[config.mk]
export PLATFORM = sky130hd
export DESIGN_NAME = code_decoder_stream
export DESIGN_NICKNAME = d
export VERILOG_FILES = /design/src/rtl/code_pkg.sv /design/src/rtl/code_fifo.sv /design/src/rtl/code_decoder_stream.sv
export SDC_FILE = /design/constraint.sdc
export NUM_CORES = 1
export LEC_CHECK = 0
export BUFFER_PORTS_ARGS = -buffer_cell sky130_fd_sc_hd__buf_2
export CAP_MARGIN = 15
export CORE_UTILIZATION = 55
export CTS_CLUSTER_SIZE = 20
export DETAILED_ROUTE_END_ITERATION = 7
export PLACE_DENSITY = 0.86
export SLEW_MARGIN = 25
export SYNTH_ARGS = -nofsm -noshare
export SYNTH_HDL_FRONTEND = slang
export SYNTH_SLANG_ARGS = --single-unit
[constraint.sdc]
create_clock -name clk -period 2.51 [get_ports clk]
set_input_delay 0.251 -clock clk [delete_from_list [all_inputs] [get_ports clk]]
set_output_delay 0.251 -clock clk [all_outputs]
set_load 0.01 [all_outputs]
[src/rtl/code_pkg.sv]
// Shared code/line widths, decoder FSM states and the one-hot helper.
// Also used by the 8-to-3 encoder side of the link.
package code_pkg;
   localparam int CODE_W = 3;
   localparam int LINE_W = 8;

   typedef enum logic {
      IDLE  = 1'b0,
      DRIVE = 1'b1
   } dec_state_t;

   function automatic logic [LINE_W-1:0] onehot(input logic [CODE_W-1:0] code);
      return {{(LINE_W-1){1'b0}}, 1'b1} << code;
   endfunction
endpackage

[src/rtl/code_fifo.sv]
// Generic FIFO with a registered occupancy count; dout shows the head entry combinationally.
// A push is refused when full and a pop when empty, with no ready-through when full.
module code_fifo #(
   parameter int DEPTH = 4,
   parameter int DW    = 3
) (
   input  logic                   clk,
   input  logic                   rst,
   input  logic                   push,
   input  logic [DW-1:0]          din,
   input  logic                   pop,
   output logic [DW-1:0]          dout,
   output logic [$clog2(DEPTH):0] level,
   output logic                   full,
   output logic                   empty
);
   localparam int AW = $clog2(DEPTH);
   localparam int LW = AW + 1;

   logic [DW-1:0] mem_q [DEPTH];
   logic [DW-1:0] mem_d [DEPTH];
   logic [AW-1:0] wr_ptr_q, wr_ptr_d;
   logic [AW-1:0] rd_ptr_q, rd_ptr_d;
   logic [LW-1:0] level_q, level_d;
   logic          push_ok;
   logic          pop_ok;

   assign full    = (level_q == LW'(DEPTH));
   assign empty   = (level_q == '0);
   assign push_ok = push && !full;
   assign pop_ok  = pop && !empty;
   assign dout    = mem_q[rd_ptr_q];
   assign level   = level_q;

   // Power-of-two depth lets the pointers wrap by plain overflow.
   always_comb begin
      mem_d    = mem_q;
      wr_ptr_d = wr_ptr_q;
      rd_ptr_d = rd_ptr_q;
      level_d  = level_q;
      if (push_ok) begin
         mem_d[wr_ptr_q] = din;
         wr_ptr_d        = wr_ptr_q + AW'(1);
      end
      if (pop_ok) begin
         rd_ptr_d = rd_ptr_q + AW'(1);
      end
      case ({push_ok, pop_ok})
         2'b10:   level_d = level_q + LW'(1);
         2'b01:   level_d = level_q - LW'(1);
         default: level_d = level_q;
      endcase
   end

   always_ff @(posedge clk or posedge rst) begin
      if (rst) begin
         for (int i = 0; i < DEPTH; i++) begin
            mem_q[i] <= '0;
         end
         wr_ptr_q <= '0;
         rd_ptr_q <= '0;
         level_q  <= '0;
      end else begin
         mem_q    <= mem_d;
         wr_ptr_q <= wr_ptr_d;
         rd_ptr_q <= rd_ptr_d;
         level_q  <= level_d;
      end
   end
endmodule

[src/rtl/code_decoder_stream.sv]
// Buffers 3-bit codes and replays each as a registered one-hot word held HOLD cycles; first word one edge after acceptance.
// in_ready follows registered FIFO occupancy only; words are emitted back to back with no idle gap.
module code_decoder_stream
   import code_pkg::*;
#(
   parameter int DEPTH = 4,
   parameter int HOLD  = 2
) (
   input  logic                   clk,
   input  logic                   rst,
   input  logic                   in_valid,
   input  logic [CODE_W-1:0]      in_code,
   output logic                   in_ready,
   output logic [LINE_W-1:0]      out,
   output logic                   out_valid,
   output logic [$clog2(DEPTH):0] level
);
   localparam int HW = $clog2(HOLD) + 1;
   localparam logic [HW-1:0] HOLD_LOAD = HW'(HOLD - 1);

   dec_state_t        state_q, state_d;
   logic [HW-1:0]     hold_q, hold_d;
   logic [LINE_W-1:0] out_q, out_d;
   logic              out_valid_q, out_valid_d;

   logic              fifo_push;
   logic              fifo_pop;
   logic [CODE_W-1:0] fifo_dout;
   logic              fifo_full;
   logic              fifo_empty;

   assign in_ready  = !fifo_full;
   assign fifo_push = in_valid && in_ready;

   code_fifo #(
      .DEPTH (DEPTH),
      .DW    (CODE_W)
   ) u_fifo (
      .clk   (clk),
      .rst   (rst),
      .push  (fifo_push),
      .din   (in_code),
      .pop   (fifo_pop),
      .dout  (fifo_dout),
      .level (level),
      .full  (fifo_full),
      .empty (fifo_empty)
   );

   always_comb begin
      state_d     = state_q;
      hold_d      = hold_q;
      out_d       = out_q;
      out_valid_d = out_valid_q;
      fifo_pop    = 1'b0;
      case (state_q)
         IDLE: begin
            if (!fifo_empty) begin
               fifo_pop    = 1'b1;
               out_d       = onehot(fifo_dout);
               out_valid_d = 1'b1;
               hold_d      = HOLD_LOAD;
               state_d     = DRIVE;
            end else begin
               out_d       = '0;
               out_valid_d = 1'b0;
            end
         end
         DRIVE: begin
            if (hold_q != '0) begin
               hold_d = hold_q - HW'(1);
            end else if (!fifo_empty) begin
               // Reload on the last hold cycle so consecutive words abut.
               fifo_pop    = 1'b1;
               out_d       = onehot(fifo_dout);
               out_valid_d = 1'b1;
               hold_d      = HOLD_LOAD;
            end else begin
               out_d       = '0;
               out_valid_d = 1'b0;
               state_d     = IDLE;
            end
         end
         default: state_d = IDLE;
      endcase
   end

   always_ff @(posedge clk or posedge rst) begin
      if (rst) begin
         state_q     <= IDLE;
         hold_q      <= '0;
         out_q       <= '0;
         out_valid_q <= 1'b0;
      end else begin
         state_q     <= state_d;
         hold_q      <= hold_d;
         out_q       <= out_d;
         out_valid_q <= out_valid_d;
      end
   end

   assign out       = out_q;
   assign out_valid = out_valid_q;
endmodule

==> summary.txt <==
Setup path
  • Critical path endpoint category: flop
  • Reg2Reg Depth: 8
  • Arrival @ worst endpoint: 2.53 ns
  • R2r setup slk: 0.24 ns
  • Most used cell, CP: xor2_1
  • CP required: 2.76 ns
  • Crit-path cells: or3b_2, nand2_1, ha_1, inv_1, fa_1, xor2_1, nor2_1, xor2_1
  • Critical path class: flop to flop
  • Startpoint types: flop
  • Worst R2R End: u_fifo.level[2]
  • Worst-path fanout max: 6
  • Slowest CP cell: or3b_2
  • Crit Reg-Reg Startpoint: u_fifo.level[0]
  • CP max stage delay: 0.56 ns

Logic synthesis
  • Register bit total from synthesis: 31
  • Syn avg cell area: 13.5 µm²
  • Sequential area share after synthesis: 0.549
  • Share of the synthesized area in the top cell type: 0.549
  • Netlist cell types: 27
  • Synth Cell Area: 0.00141 mm²
  • Syn_nets: 117
  • Largest cells by area after synthesis: dfrtp_1, mux2_2, ha_1, mux4_1, a32o_1
  • Largest area contributor in the netlist: dfrtp_1
  • Mapped Cells: 105
  • Yosys warns: 0

Final layout
  • Number of diodes: 0
  • Most frequent cells in the layout: dfrtp_1, buf_2, mux2_2, inv_1
  • Most common cell after layout, fill and taps aside: dfrtp_1
  • Fin nets: 142
  • Share of cells above drive strength 1: 0.328
  • Finished Layout Cells: 161
  • Final Util: 0.655
  • Area grow syn2layout: 13.8%

Global routing
  • Total GRT Usage: 0.220
  • Grt ovf: 0
  • Largest net degree at the start of global routing: 32
  • First-pass GRT wire length: 4130 µm
  • Vias in the first global route: 953
  • Initial antenna violation count: 0

STA
  • Fin Setup TNS: 0 ns
  • Fmax achieved: 0.440 GHz
  • RSZ-0062 raised after global routing: false
  • Actual slew at the worst max-slew pin: 0.452 ns
  • Slew Viols, Final: 0
  • Min Hold Slack: 0.194 ns
  • Minimum clock period: 2.27 ns
  • Worst slew margin: 0.695
  • Max Clock Skew: 0.00498 ns
  • Period utilisation layout: 0.906
  • Final Setup Violations: 0
  • Fin. Hold Viols: 0

Power
  • Switching share of total power: 0.375
  • Leak Pwr: 0.767 nW
  • Clock network power share: 0.149
  • Logic gate share of total power: 0.449
  • Switching power: 818 µW
  • Sequential share of power: 0.402
  • Pwr Density: 1360 mW/mm²
  • Int Power: 1.36 mW
  • Peak VDD IR: 0.925 mV

Clock network
  • Max H-tree Level: 2
  • CTS tree: built
  • Clk slew on worst S/H paths: 0.09 ns
  • Clk buf depth: 2
  • Skew-Pair Late Insertion Delay: 0.32 ns
  • Clock sinks: 31
  • Num CTS Buffers: 5
  • Hold-fix buffers, CTS: 1
  • Postcts setup bufs: 0
  • CTS resizes: 0
  • Clock Tree Root: clkbuf_4

Floorplanning
  • Core box area: 0.00245 mm²
  • Row cnt: 18
  • Die Y: 52.7 µm
  • I/O pins: 19
  • Starting Density: 0.576
  • Die Wd: 52.7 µm
  • Die ar.: 0.00278 mm²

Routing
  • First DRT Iteration DRCs: 17
  • Vias: 906
  • DRC: 0
  • Routed len/inst: 15.2 µm
  • Via density: 5.63
  • Drt total wl: 2450 µm
  • Pre-Repair DR Iteration Count: 4
  • Antenna Nets Post-Route: 0

Min path
  • Hold wc startpoint: in_code[0]
  • WHS Endpoint: u_fifo.mem_q[3]
  • Hold Path Depth: 2
  • Min-delay worst type: input port to flop

Flow run
  • Max-cap violations: 0

Status
  • Outcome: completed

Placed design
  • Port Buffers: 18
  • Cells after DPL: 152
  • Final RePlAce weighted congestion: 0.705
  • Post-detail-place hpwl: 1790 µm
## cell families after synthesis
family                     after synthesis  share of synthesized area
xor gates and xnor gates                 6                     0.0372
buffers and inverters                   11                     0.0398
muxes                                   17                      0.164
adders and majority gates                6                     0.0584
DFF                                     31                      0.549
AOI/OAI and AO/OA                       14                     0.0770
and+or+nand+nor                         20                     0.0752
## registers in the layout (all words and copies together), names as in the netlist
register	count
u_fifo.mem_q	12
out	8
u_fifo.level	3
hold_q	2
u_fifo.rd_ptr_q	2
u_fifo.wr_ptr_q	2
out_valid	1
state_q	1
## power by group through the flow
stage,registers [mW],clock network (mW),logic [mW]
finish,0.878,0.325,0.980
global route,0.908,0.355,1.10
CTS,0.881,0.335,0.992
detailed placement,0.887,0,0.988
global placement,0.867,0,0.940
floorplan,0.860,0,0.793
## final cells by class
cell class	instances	area, µm²
sequential	31	776
tap	30	37.5
multi-input combinational	63	582
timing repair buffer	21	115
fill	199	846
inverter	8	30.0
clock buffer	8	68.8
## critical path, delay by kind of cell (launching register included)
kind | cells | cell delay, ns
simple gates | 3 | 0.83
flops | 1 | 0.45
fa+ha+maj | 2 | 0.57
xor+xnor | 2 | 0.29
buf+inv | 1 | 0.06
## synth_stat cells
cell and instances:
a21boi_0 1, a21oi_1 1, a22o_1 1, a32o_1 4, and2_1 1, buf_6 2, clkbuf_1 1, dfrtp_1 31
fa_1 1, ha_1 5, inv_1 8, mux2_2 13, mux2i_1 1, mux4_1 2, mux4_2 1, nand2_1 6
nand3_1 6, nor2_1 3, nor3_1 1, nor3_4 1, o21a_1 2, o21ai_0 2, o31ai_1 3, or3_1 1
or3b_2 1, xnor2_1 3, xor2_1 3
## how the worst max path moves through the flow
| stage | startpoint | end |
|---|---|---|
| 3_3_place_gp | u_fifo.level[0] | u_fifo.level[2] |
| 4_1_cts | u_fifo.level[0] | u_fifo.level[2] |
| 3_5_place_dp | u_fifo.level[0] | u_fifo.level[2] |
| 6_report | u_fifo.level[0] | u_fifo.level[2] |
| 2_1_floorplan | u_fifo.level[0] | u_fifo.level[2] |
| 5_1_grt | u_fifo.level[0] | u_fifo.level[2] |
## metrics by stage
stage	setup slack (ns)	total power [mW]	area, µm²
floorplan	0.221	1.65	1410
global placement	0.346	1.81	1530
detailed placement	0.276	1.87	1530
CTS	0.238	2.21	1610
global route	0.103	2.36	1610
finish	0.237	2.18	1610
## metal layers
metal	share of wire	track usage	routed length (µm)
met1	0.41	0.250	1010
met2	0.51	0.359	1260
met3	0.042	0.0638	103
met4	0.033	0.140	82
met5	0	0	0
(Power assumes the default switching activity.)
